`config.mk`:
```
export PLATFORM = sky130hd
export DESIGN_NAME = spd_decoder_flat
export DESIGN_NICKNAME = d
export VERILOG_FILES = /design/src/rtl/spd_decoder_pkg.sv /design/src/rtl/spd_decoder_if.sv /design/src/rtl/spd_decoder_crc16_serial.sv /design/src/rtl/spd_decoder.sv /design/src/flat_wrapper.sv
export SDC_FILE = /design/constraint.sdc
export NUM_CORES = 1
export LEC_CHECK = 0
export ABC_AREA = 0
export CAP_MARGIN = 20
export CORE_MARGIN = 2
export CORE_UTILIZATION = 30
export DETAILED_ROUTE_END_ITERATION = 7
export PLACE_DENSITY_LB_ADDON = 0.12
export SKIP_CTS_REPAIR_TIMING = 1
export SLEW_MARGIN = 25
export SYNTH_ARGS = -nofsm -noshare
export SYNTH_HDL_FRONTEND = slang
export SYNTH_SLANG_ARGS = --single-unit
export TNS_END_PERCENT = 5
```
`constraint.sdc`:
```
create_clock -name i_clk -period 3.23 [get_ports i_clk]
set_input_delay 0.323 -clock i_clk [delete_from_list [all_inputs] [get_ports i_clk]]
set_output_delay 0.323 -clock i_clk [all_outputs]
set_load 0.02 [all_outputs]
```
`src/rtl/spd_decoder_pkg.sv`:
```
// Shared SPD decoder constants: byte offsets, DDR3 type code, CRC polynomial, FSM encodings.
package spd_decoder_pkg;

  localparam logic [7:0] SPD_DRAM_TYPE    = 8'd2;
  localparam logic [7:0] SPD_MODULE_TYPE  = 8'd3;
  localparam logic [7:0] SPD_DENSITY      = 8'd4;
  localparam logic [7:0] SPD_ADDRESSING   = 8'd5;
  localparam logic [7:0] SPD_ORGANIZATION = 8'd7;
  localparam logic [7:0] SPD_BUS_WIDTH    = 8'd8;
  localparam logic [7:0] SPD_MTB_DIVIDEND = 8'd10;
  localparam logic [7:0] SPD_MTB_DIVISOR  = 8'd11;
  localparam logic [7:0] SPD_TCK_MIN      = 8'd12;
  localparam logic [7:0] SPD_CRC_LSB      = 8'd126;
  localparam logic [7:0] SPD_CRC_MSB      = 8'd127;
  localparam logic [7:0] SPD_LAST_IDX     = 8'd127;

  localparam logic [7:0]  DDR3_TYPE_CODE = 8'h0B;
  localparam logic [15:0] CRC16_POLY     = 16'h1021;

  // Byte 0 bit 7 selects whether the CRC stops at byte 116 or byte 125.
  localparam logic [7:0] COVER_END_SHORT = 8'd116;
  localparam logic [7:0] COVER_END_LONG  = 8'd125;

  localparam logic [2:0] StIdle  = 3'd0;
  localparam logic [2:0] StRecv  = 3'd1;
  localparam logic [2:0] StShift = 3'd2;
  localparam logic [2:0] StEnd   = 3'd3;
  localparam logic [2:0] StDone  = 3'd4;

endpackage

```
`src/rtl/spd_decoder_if.sv`:
```
// Byte-stream handshake from the SPD read sequencer into the decoder.
interface spd_decoder_if;
  logic       byte_valid;
  logic       byte_ready;
  logic [7:0] byte_index;
  logic [7:0] byte_data;

  modport master (output byte_valid, output byte_index, output byte_data, input byte_ready);
  modport slave  (input byte_valid, input byte_index, input byte_data, output byte_ready);
endinterface

```
`src/rtl/spd_decoder_crc16_serial.sv`:
```
// Bit-serial CRC-16 engine: xor a byte into the top of the register, then 8 MSB-first shifts.
module spd_decoder_crc16_serial #(
  parameter logic [15:0] Poly = 16'h1021
) (
  input  logic        clk_i,
  input  logic        rst_ni,
  input  logic        clear_i,
  input  logic        load_i,
  input  logic [7:0]  data_i,
  output logic [15:0] crc_o,
  output logic        busy_o,
  output logic        last_o
);

  logic [15:0] crc_q, crc_d;
  logic [2:0]  cnt_q, cnt_d;
  logic        busy_q, busy_d;

  always_comb begin
    crc_d  = crc_q;
    cnt_d  = cnt_q;
    busy_d = busy_q;
    if (clear_i) begin
      crc_d  = '0;
      cnt_d  = '0;
      busy_d = 1'b0;
    end else if (load_i) begin
      crc_d  = crc_q ^ {data_i, 8'h00};
      cnt_d  = '0;
      busy_d = 1'b1;
    end else if (busy_q) begin
      crc_d = crc_q[15] ? ({crc_q[14:0], 1'b0} ^ Poly) : {crc_q[14:0], 1'b0};
      cnt_d = cnt_q + 3'd1;
      if (cnt_q == 3'd7) busy_d = 1'b0;
    end
  end

  always_ff @(posedge clk_i or negedge rst_ni) begin
    if (!rst_ni) begin
      crc_q  <= '0;
      cnt_q  <= '0;
      busy_q <= 1'b0;
    end else begin
      crc_q  <= crc_d;
      cnt_q  <= cnt_d;
      busy_q <= busy_d;
    end
  end

  assign crc_o  = crc_q;
  assign busy_o = busy_q;
  assign last_o = busy_q && (cnt_q == 3'd7);

endmodule

```
`src/rtl/spd_decoder.sv`:
```
// SPD byte-stream decoder: checks the CRC-16 over the covered range and latches DDR3 fields.
module spd_decoder
  import spd_decoder_pkg::*;
#(
  parameter logic [7:0]  LAST_BYTE = SPD_LAST_IDX,
  parameter logic [7:0]  DDR3_TYPE = DDR3_TYPE_CODE,
  parameter logic [15:0] CRC_POLY  = CRC16_POLY
) (
  input  logic                i_clk,
  input  logic                i_rst_n,
  input  logic                i_start,
  spd_decoder_if.slave        byte_if,
  output logic [2:0]          o_ba_bits,
  output logic [3:0]          o_capacity,
  output logic [2:0]          o_row_bits,
  output logic [2:0]          o_col_bits,
  output logic [2:0]          o_ranks,
  output logic [2:0]          o_dev_width,
  output logic [2:0]          o_bus_width,
  output logic [7:0]          o_mtb_dividend,
  output logic [7:0]          o_mtb_divisor,
  output logic [7:0]          o_tck_min,
  output logic [3:0]          o_module_type,
  output logic                o_done,
  output logic                o_crc_ok,
  output logic                o_err_type,
  output logic                o_err_order
);

  logic [2:0]  state_q, state_d;
  logic [7:0]  exp_idx_q, exp_idx_d, cover_end_q, cover_end_d;
  logic        last_q, last_d;
  logic [7:0]  b2_q, b2_d, mtb_dd_q, mtb_dd_d, mtb_dv_q, mtb_dv_d, tck_q, tck_d;
  logic [3:0]  b3_q, b3_d;
  logic [6:0]  b4_q, b4_d;
  logic [5:0]  b5_q, b5_d, b7_q, b7_d;
  logic [2:0]  b8_q, b8_d;
  logic [15:0] crc_ref_q, crc_ref_d;
  logic        done_q, done_d, crc_ok_q, crc_ok_d, err_type_q, err_type_d;
  logic        err_order_q, err_order_d;

  logic        crc_load, crc_busy, crc_last;
  logic [15:0] crc;
  logic [7:0]  idx, data;

  assign idx  = byte_if.byte_index;
  assign data = byte_if.byte_data;
  assign byte_if.byte_ready = (state_q == StRecv) && !crc_busy;

  spd_decoder_crc16_serial #(.Poly(CRC_POLY)) u_crc (
    .clk_i   (i_clk),
    .rst_ni  (i_rst_n),
    .clear_i (i_start),
    .load_i  (crc_load),
    .data_i  (data),
    .crc_o   (crc),
    .busy_o  (crc_busy),
    .last_o  (crc_last)
  );

  always_comb begin
    state_d     = state_q;
    exp_idx_d   = exp_idx_q;
    cover_end_d = cover_end_q;
    last_d      = last_q;
    b2_d        = b2_q;
    b3_d        = b3_q;
    b4_d        = b4_q;
    b5_d        = b5_q;
    b7_d        = b7_q;
    b8_d        = b8_q;
    mtb_dd_d    = mtb_dd_q;
    mtb_dv_d    = mtb_dv_q;
    tck_d       = tck_q;
    crc_ref_d   = crc_ref_q;
    done_d      = done_q;
    crc_ok_d    = crc_ok_q;
    err_type_d  = err_type_q;
    err_order_d = err_order_q;
    crc_load    = 1'b0;

    // Restart from any state wins over a simultaneous accept.
    if (i_start) begin
      state_d     = StRecv;
      exp_idx_d   = '0;
      cover_end_d = COVER_END_LONG;
      last_d      = 1'b0;
      b2_d        = '0;
      b3_d        = '0;
      b4_d        = '0;
      b5_d        = '0;
      b7_d        = '0;
      b8_d        = '0;
      mtb_dd_d    = '0;
      mtb_dv_d    = '0;
      tck_d       = '0;
      crc_ref_d   = '0;
      done_d      = 1'b0;
      crc_ok_d    = 1'b0;
      err_type_d  = 1'b0;
      err_order_d = 1'b0;
    end else begin
      case (state_q)
        StRecv: begin
          if (byte_if.byte_valid && byte_if.byte_ready) begin
            if (idx != exp_idx_q) begin
              err_order_d = 1'b1;
              done_d      = 1'b1;
              state_d     = StDone;
            end else begin
              case (idx)
                SPD_DRAM_TYPE:    b2_d = data;
                SPD_MODULE_TYPE:  b3_d = data[3:0];
                SPD_DENSITY:      b4_d = data[6:0];
                SPD_ADDRESSING:   b5_d = data[5:0];
                SPD_ORGANIZATION: b7_d = data[5:0];
                SPD_BUS_WIDTH:    b8_d = data[2:0];
                SPD_MTB_DIVIDEND: mtb_dd_d = data;
                SPD_MTB_DIVISOR:  mtb_dv_d = data;
                SPD_TCK_MIN:      tck_d = data;
                SPD_CRC_LSB:      crc_ref_d[7:0] = data;
                SPD_CRC_MSB:      crc_ref_d[15:8] = data;
                default: ;
              endcase
              if (idx == 8'd0) cover_end_d = data[7] ? COVER_END_SHORT : COVER_END_LONG;
              if (exp_idx_q < LAST_BYTE) exp_idx_d = exp_idx_q + 8'd1;
              last_d = (idx == LAST_BYTE);
              if (idx <= cover_end_q) begin
                crc_load = 1'b1;
                state_d  = StShift;
              end else if (idx == LAST_BYTE) begin
                state_d = StEnd;
              end
            end
          end
        end
        StShift: if (crc_last) state_d = last_q ? StEnd : StRecv;
        StEnd: begin
          crc_ok_d   = (crc == crc_ref_q);
          err_type_d = (b2_q != DDR3_TYPE);
          done_d     = 1'b1;
          state_d    = StDone;
        end
        StIdle, StDone: ;
        default: state_d = StIdle;
      endcase
    end
  end

  always_ff @(posedge i_clk or negedge i_rst_n) begin
    if (!i_rst_n) begin
      state_q     <= StIdle;
      exp_idx_q   <= '0;
      cover_end_q <= COVER_END_LONG;
      last_q      <= 1'b0;
      b2_q        <= '0;
      b3_q        <= '0;
      b4_q        <= '0;
      b5_q        <= '0;
      b7_q        <= '0;
      b8_q        <= '0;
      mtb_dd_q    <= '0;
      mtb_dv_q    <= '0;
      tck_q       <= '0;
      crc_ref_q   <= '0;
      done_q      <= 1'b0;
      crc_ok_q    <= 1'b0;
      err_type_q  <= 1'b0;
      err_order_q <= 1'b0;
    end else begin
      state_q     <= state_d;
      exp_idx_q   <= exp_idx_d;
      cover_end_q <= cover_end_d;
      last_q      <= last_d;
      b2_q        <= b2_d;
      b3_q        <= b3_d;
      b4_q        <= b4_d;
      b5_q        <= b5_d;
      b7_q        <= b7_d;
      b8_q        <= b8_d;
      mtb_dd_q    <= mtb_dd_d;
      mtb_dv_q    <= mtb_dv_d;
      tck_q       <= tck_d;
      crc_ref_q   <= crc_ref_d;
      done_q      <= done_d;
      crc_ok_q    <= crc_ok_d;
      err_type_q  <= err_type_d;
      err_order_q <= err_order_d;
    end
  end

  assign o_ba_bits      = b4_q[6:4];
  assign o_capacity     = b4_q[3:0];
  assign o_row_bits     = b5_q[5:3];
  assign o_col_bits     = b5_q[2:0];
  assign o_ranks        = b7_q[5:3];
  assign o_dev_width    = b7_q[2:0];
  assign o_bus_width    = b8_q;
  assign o_mtb_dividend = mtb_dd_q;
  assign o_mtb_divisor  = mtb_dv_q;
  assign o_tck_min      = tck_q;
  assign o_module_type  = b3_q;
  assign o_done         = done_q;
  assign o_crc_ok       = crc_ok_q;
  assign o_err_type     = err_type_q;
  assign o_err_order    = err_order_q;

endmodule
```
`src/flat_wrapper.sv`:
```
// flat-port wrapper written by rule: the top's interface ports become plain ports
module spd_decoder_flat import spd_decoder_pkg::*;
#(
  parameter logic [7:0]  LAST_BYTE = SPD_LAST_IDX,
  parameter logic [7:0]  DDR3_TYPE = DDR3_TYPE_CODE,
  parameter logic [15:0] CRC_POLY  = CRC16_POLY
)
  (i_clk, i_rst_n, i_start, o_ba_bits, o_capacity, o_row_bits, o_col_bits, o_ranks, o_dev_width, o_bus_width, o_mtb_dividend, o_mtb_divisor, o_tck_min, o_module_type, o_done, o_crc_ok, o_err_type, o_err_order, byte_if_byte_valid, byte_if_byte_index, byte_if_byte_data, byte_if_byte_ready);
  spd_decoder_if byte_if_i ();
  input  logic i_clk;
  input  logic i_rst_n;
  input  logic i_start;
  output logic [2:0] o_ba_bits;
  output logic [3:0] o_capacity;
  output logic [2:0] o_row_bits;
  output logic [2:0] o_col_bits;
  output logic [2:0] o_ranks;
  output logic [2:0] o_dev_width;
  output logic [2:0] o_bus_width;
  output logic [7:0] o_mtb_dividend;
  output logic [7:0] o_mtb_divisor;
  output logic [7:0] o_tck_min;
  output logic [3:0] o_module_type;
  output logic o_done;
  output logic o_crc_ok;
  output logic o_err_type;
  output logic o_err_order;
  input wire logic [$bits(byte_if_i.byte_valid)-1:0] byte_if_byte_valid;
  input wire logic [$bits(byte_if_i.byte_index)-1:0] byte_if_byte_index;
  input wire logic [$bits(byte_if_i.byte_data)-1:0] byte_if_byte_data;
  output wire logic [$bits(byte_if_i.byte_ready)-1:0] byte_if_byte_ready;
  assign byte_if_i.byte_valid = byte_if_byte_valid;
  assign byte_if_i.byte_index = byte_if_byte_index;
  assign byte_if_i.byte_data = byte_if_byte_data;
  assign byte_if_byte_ready = byte_if_i.byte_ready;
  spd_decoder #(.LAST_BYTE(LAST_BYTE), .DDR3_TYPE(DDR3_TYPE), .CRC_POLY(CRC_POLY)) u_core (.i_clk(i_clk), .i_rst_n(i_rst_n), .i_start(i_start), .byte_if(byte_if_i), .o_ba_bits(o_ba_bits), .o_capacity(o_capacity), .o_row_bits(o_row_bits), .o_col_bits(o_col_bits), .o_ranks(o_ranks), .o_dev_width(o_dev_width), .o_bus_width(o_bus_width), .o_mtb_dividend(o_mtb_dividend), .o_mtb_divisor(o_mtb_divisor), .o_tck_min(o_tck_min), .o_module_type(o_module_type), .o_done(o_done), .o_crc_ok(o_crc_ok), .o_err_type(o_err_type), .o_err_order(o_err_order));
endmodule
```
==> flow_summary.ini <==
[status]
run_status = complete, no violations

[synth]
synth_edf_count = 0
synth_flop_cell = dfrtp_1
avgSynthCellArea_um2 = 10.7
synth_cell_types = 44
seq_area_frac_synth_pct = 50.9
netlist_instances = 511
syn-cell-area_mm2 = 0.00546
async_reset_ff_share_pct = 100
syn-num-nets = 536
yosys_warnings = 0
synth-seq-cells = 111

[placement]
gp_congestion = 0.824
dp_hpwl_um = 9730
port_buffers = 74

[critical_path]
r2r-end = u_core.u_crc.crc_o[12]
end_kind = flop
crit_required_ps = 3450
worst_setup_path_start_kind = input pin
arrival_ps = 2760
worstSetupPathType = input pin to flop
ff2ff_path_depth = 5
timing.rr.start = u_core.exp_idx_q[3]
rrSetupSlack_ps = 870
path_max_fanout = 10

[global_routing]
grt_overflow = 0
grt_pass1_vias = 4218
grt_max_degree = 59
antenna_found_initial = 0
grt_use_total_pct = 16.0
grt_pass1_wl_um = 24400

[route]
avgViaCountPerCell = 5.03
drt-met1-wl_um = 7220
drt_iter0_drc = 268
routed.top_layer = met4
wl_met2_um = 6680
wl_um = 14700
wire_per_inst_um = 18.3
remaining_drc_errors = 0
vias = 4046
drtAntennaViolNets = 0
wl_met3_um = 687
dr.pass1.iters = 4

[floorplan]
io_pins = 75
initial_utilization_pct = 30.5
die_x_um = 139
die_y_um = 139
fp.dieArea_mm2 = 0.0193
rows = 49
core-area_mm2 = 0.0179

[clock_network]
cts_made_buffers = 9
clock_sink_count = 111
cts_root_buf = clkbuf_16
tritoncts = built
cts_max_level = 3
worstSkewPairLatency_ps = 360
clkSlewWorstSetupHoldPaths_ps = 80
cts_max_path_buffers = 2

[timing]
tns_ps = 0
rsz0062_at_grt = no
skew_ps = 13.1
drv_slew = 0
worst_pin_slew_ps = 884
relSlewSlack_pct = 40.9
fmax_ghz = 0.393
finalCriticalPeriod_ps = 2540
fin_crit_sh_pct = 78.7
setup_viol = 0
hold_viol = 0

[layout]
diodes = 0
drive_gt1_share_pct = 7.65
final_nets = 595
syn_to_final_growth_pct = 23.5
fill_cells = 1790

[power_and_ir_drop]
leakagePower_nw = 3.53
p_per_area_mw_per_mm2 = 415
total_power_mw = 2.80
peakVddDrop_v = 0.000260

[job]
cap_violations = 0

[min_path]
hold_path.class = input pin to asynchronous set/reset pin
synthesized netlist by cell type (3+ instances only):
| cell | instances | area share (%) |
|---|---|---|
| a21oi_1 | 9 | 0.82 |
| a31oi_1 | 3 | 0.34 |
| a32oi_1 | 13 | 2.1 |
| buf_2 | 4 | 0.37 |
| clkbuf_1 | 29 | 2.0 |
| dfrtp_1 | 110 | 50 |
| ha_1 | 5 | 1.1 |
| inv_1 | 14 | 0.96 |
| mux2i_1 | 83 | 15 |
| nand2_1 | 18 | 1.2 |
| nand2b_1 | 7 | 0.80 |
| nand3_1 | 7 | 0.64 |
| nand3b_1 | 3 | 0.41 |
| nand4_1 | 6 | 0.69 |
| nand4_2 | 8 | 1.8 |
| nor2_1 | 96 | 6.6 |
| nor3_1 | 9 | 0.82 |
| nor4_1 | 13 | 1.5 |
| o21ai_0 | 4 | 0.37 |
| o31ai_1 | 5 | 0.69 |
| or4_1 | 7 | 0.96 |
| xnor2_1 | 3 | 0.48 |
| xor2_1 | 27 | 4.3 |
cell families after synthesis:
group | synth area share, %
flops | 50.9
compound gates | 6.21
xor+xnor | 4.81
mux | 15.2
buf+inv | 3.60
simple gates | 18.2
fa+ha+maj | 1.15
worst max-delay path: stages:
cell             delay (ps)
clkdlybuf4s50_1         590
or4_1                   770
nor4_1                  350
nand3_1                 400
mux2i_1                 260
nor2_1                   70
worst max path at each step:
stage                                from             end  slack [ps]
CTS                 byte_if_byte_index[7]  u_core.b5_q[0]         660
detailed placement  byte_if_byte_index[7]  u_core.b5_q[2]         290
global placement    byte_if_byte_index[7]  u_core.b4_q[5]         300
finish              byte_if_byte_index[7]  u_core.b5_q[0]         690
global route        byte_if_byte_index[7]  u_core.b5_q[0]         470
floorplan           byte_if_byte_index[7]  u_core.b5_q[0]        1040
through the flow:
step                worst slack [ps]  util (%)  area [µm²]  hold slack, ps  instances
detailed placement               286      35.9        6420             445        788
floorplan                       1040         -        5460            27.4        511
global placement                 299      35.9        6420             437        788
finish                           688      37.7        6750            34.2        804
CTS                              657      37.7        6750            56.8        804
global route                     465      37.7        6750            88.0        804
final cells by class:
class,instances,area [µm²],share of cell area [%]
Clock buffer,9,225,3.34
Clock inverter,7,100,1.48
Inverter,14,52.6,0.779
Multi-Input combinational cell,351,2490,36.9
Sequential cell,111,2780,41.2
Tap cell,229,287,4.25
Timing Repair Buffer,83,816,12.1
where the power goes:
part           internal, mW  switching, mW  total [mW]
clock                 0.629          0.588        1.22
combinational        0.0523          0.131       0.183
sequential             1.39        0.00353        1.40
total                  2.07          0.723        2.80
flip-flops by register name (all words and copies together), names as in the netlist:
| signal | cells |
|---|---|
| u_core.crc_ref_q | 16 |
| u_core.u_crc.crc_o | 16 |
| u_core.b2_q | 8 |
| u_core.exp_idx_q | 8 |
| u_core.o_mtb_dividend | 8 |
| u_core.o_mtb_divisor | 8 |
| u_core.o_tck_min | 8 |
| u_core.b4_q | 7 |
| u_core.b5_q | 6 |
| u_core.b7_q | 6 |
| u_core.o_module_type | 4 |
| u_core.o_bus_width | 3 |
| u_core.state_q | 3 |
| u_core.u_crc.cnt_q | 3 |
| u_core.cover_end_q | 1 |
| u_core.last_q | 1 |
| u_core.o_crc_ok | 1 |
| u_core.o_done | 1 |
| u_core.o_err_order | 1 |
| u_core.o_err_type | 1 |
| u_core.u_crc.busy_o | 1 |
metal layers:
layer | vias to the layer above | track usage [%]
met5 | - | 0
met4 | 0 | 3.08
met3 | 8 | 4.52
met2 | 80 | 25.0
met1 | 2047 | 22.3
li1 | 1911 | -
placed cells by master, fill, tap and decap left out, types with 7 or more instances in the layout:
cell type	netlist	routed
dfrtp_1	110	110
clkbuf_16	0	9
clkdlybuf4s50_1	0	72
buf_4	2	10
nor3_1	9	9
nand4_2	8	8
a32oi_1	13	13
xor2_1	27	27
nor4_1	13	13
nand2_1	18	18
nand2b_1	7	7
a21oi_1	9	9
nor2_1	96	96
or4_1	7	7
mux2i_1	83	83
nand3_1	7	7
inv_1	14	14
No activity file was read; power rests on OpenSTA's default activity.
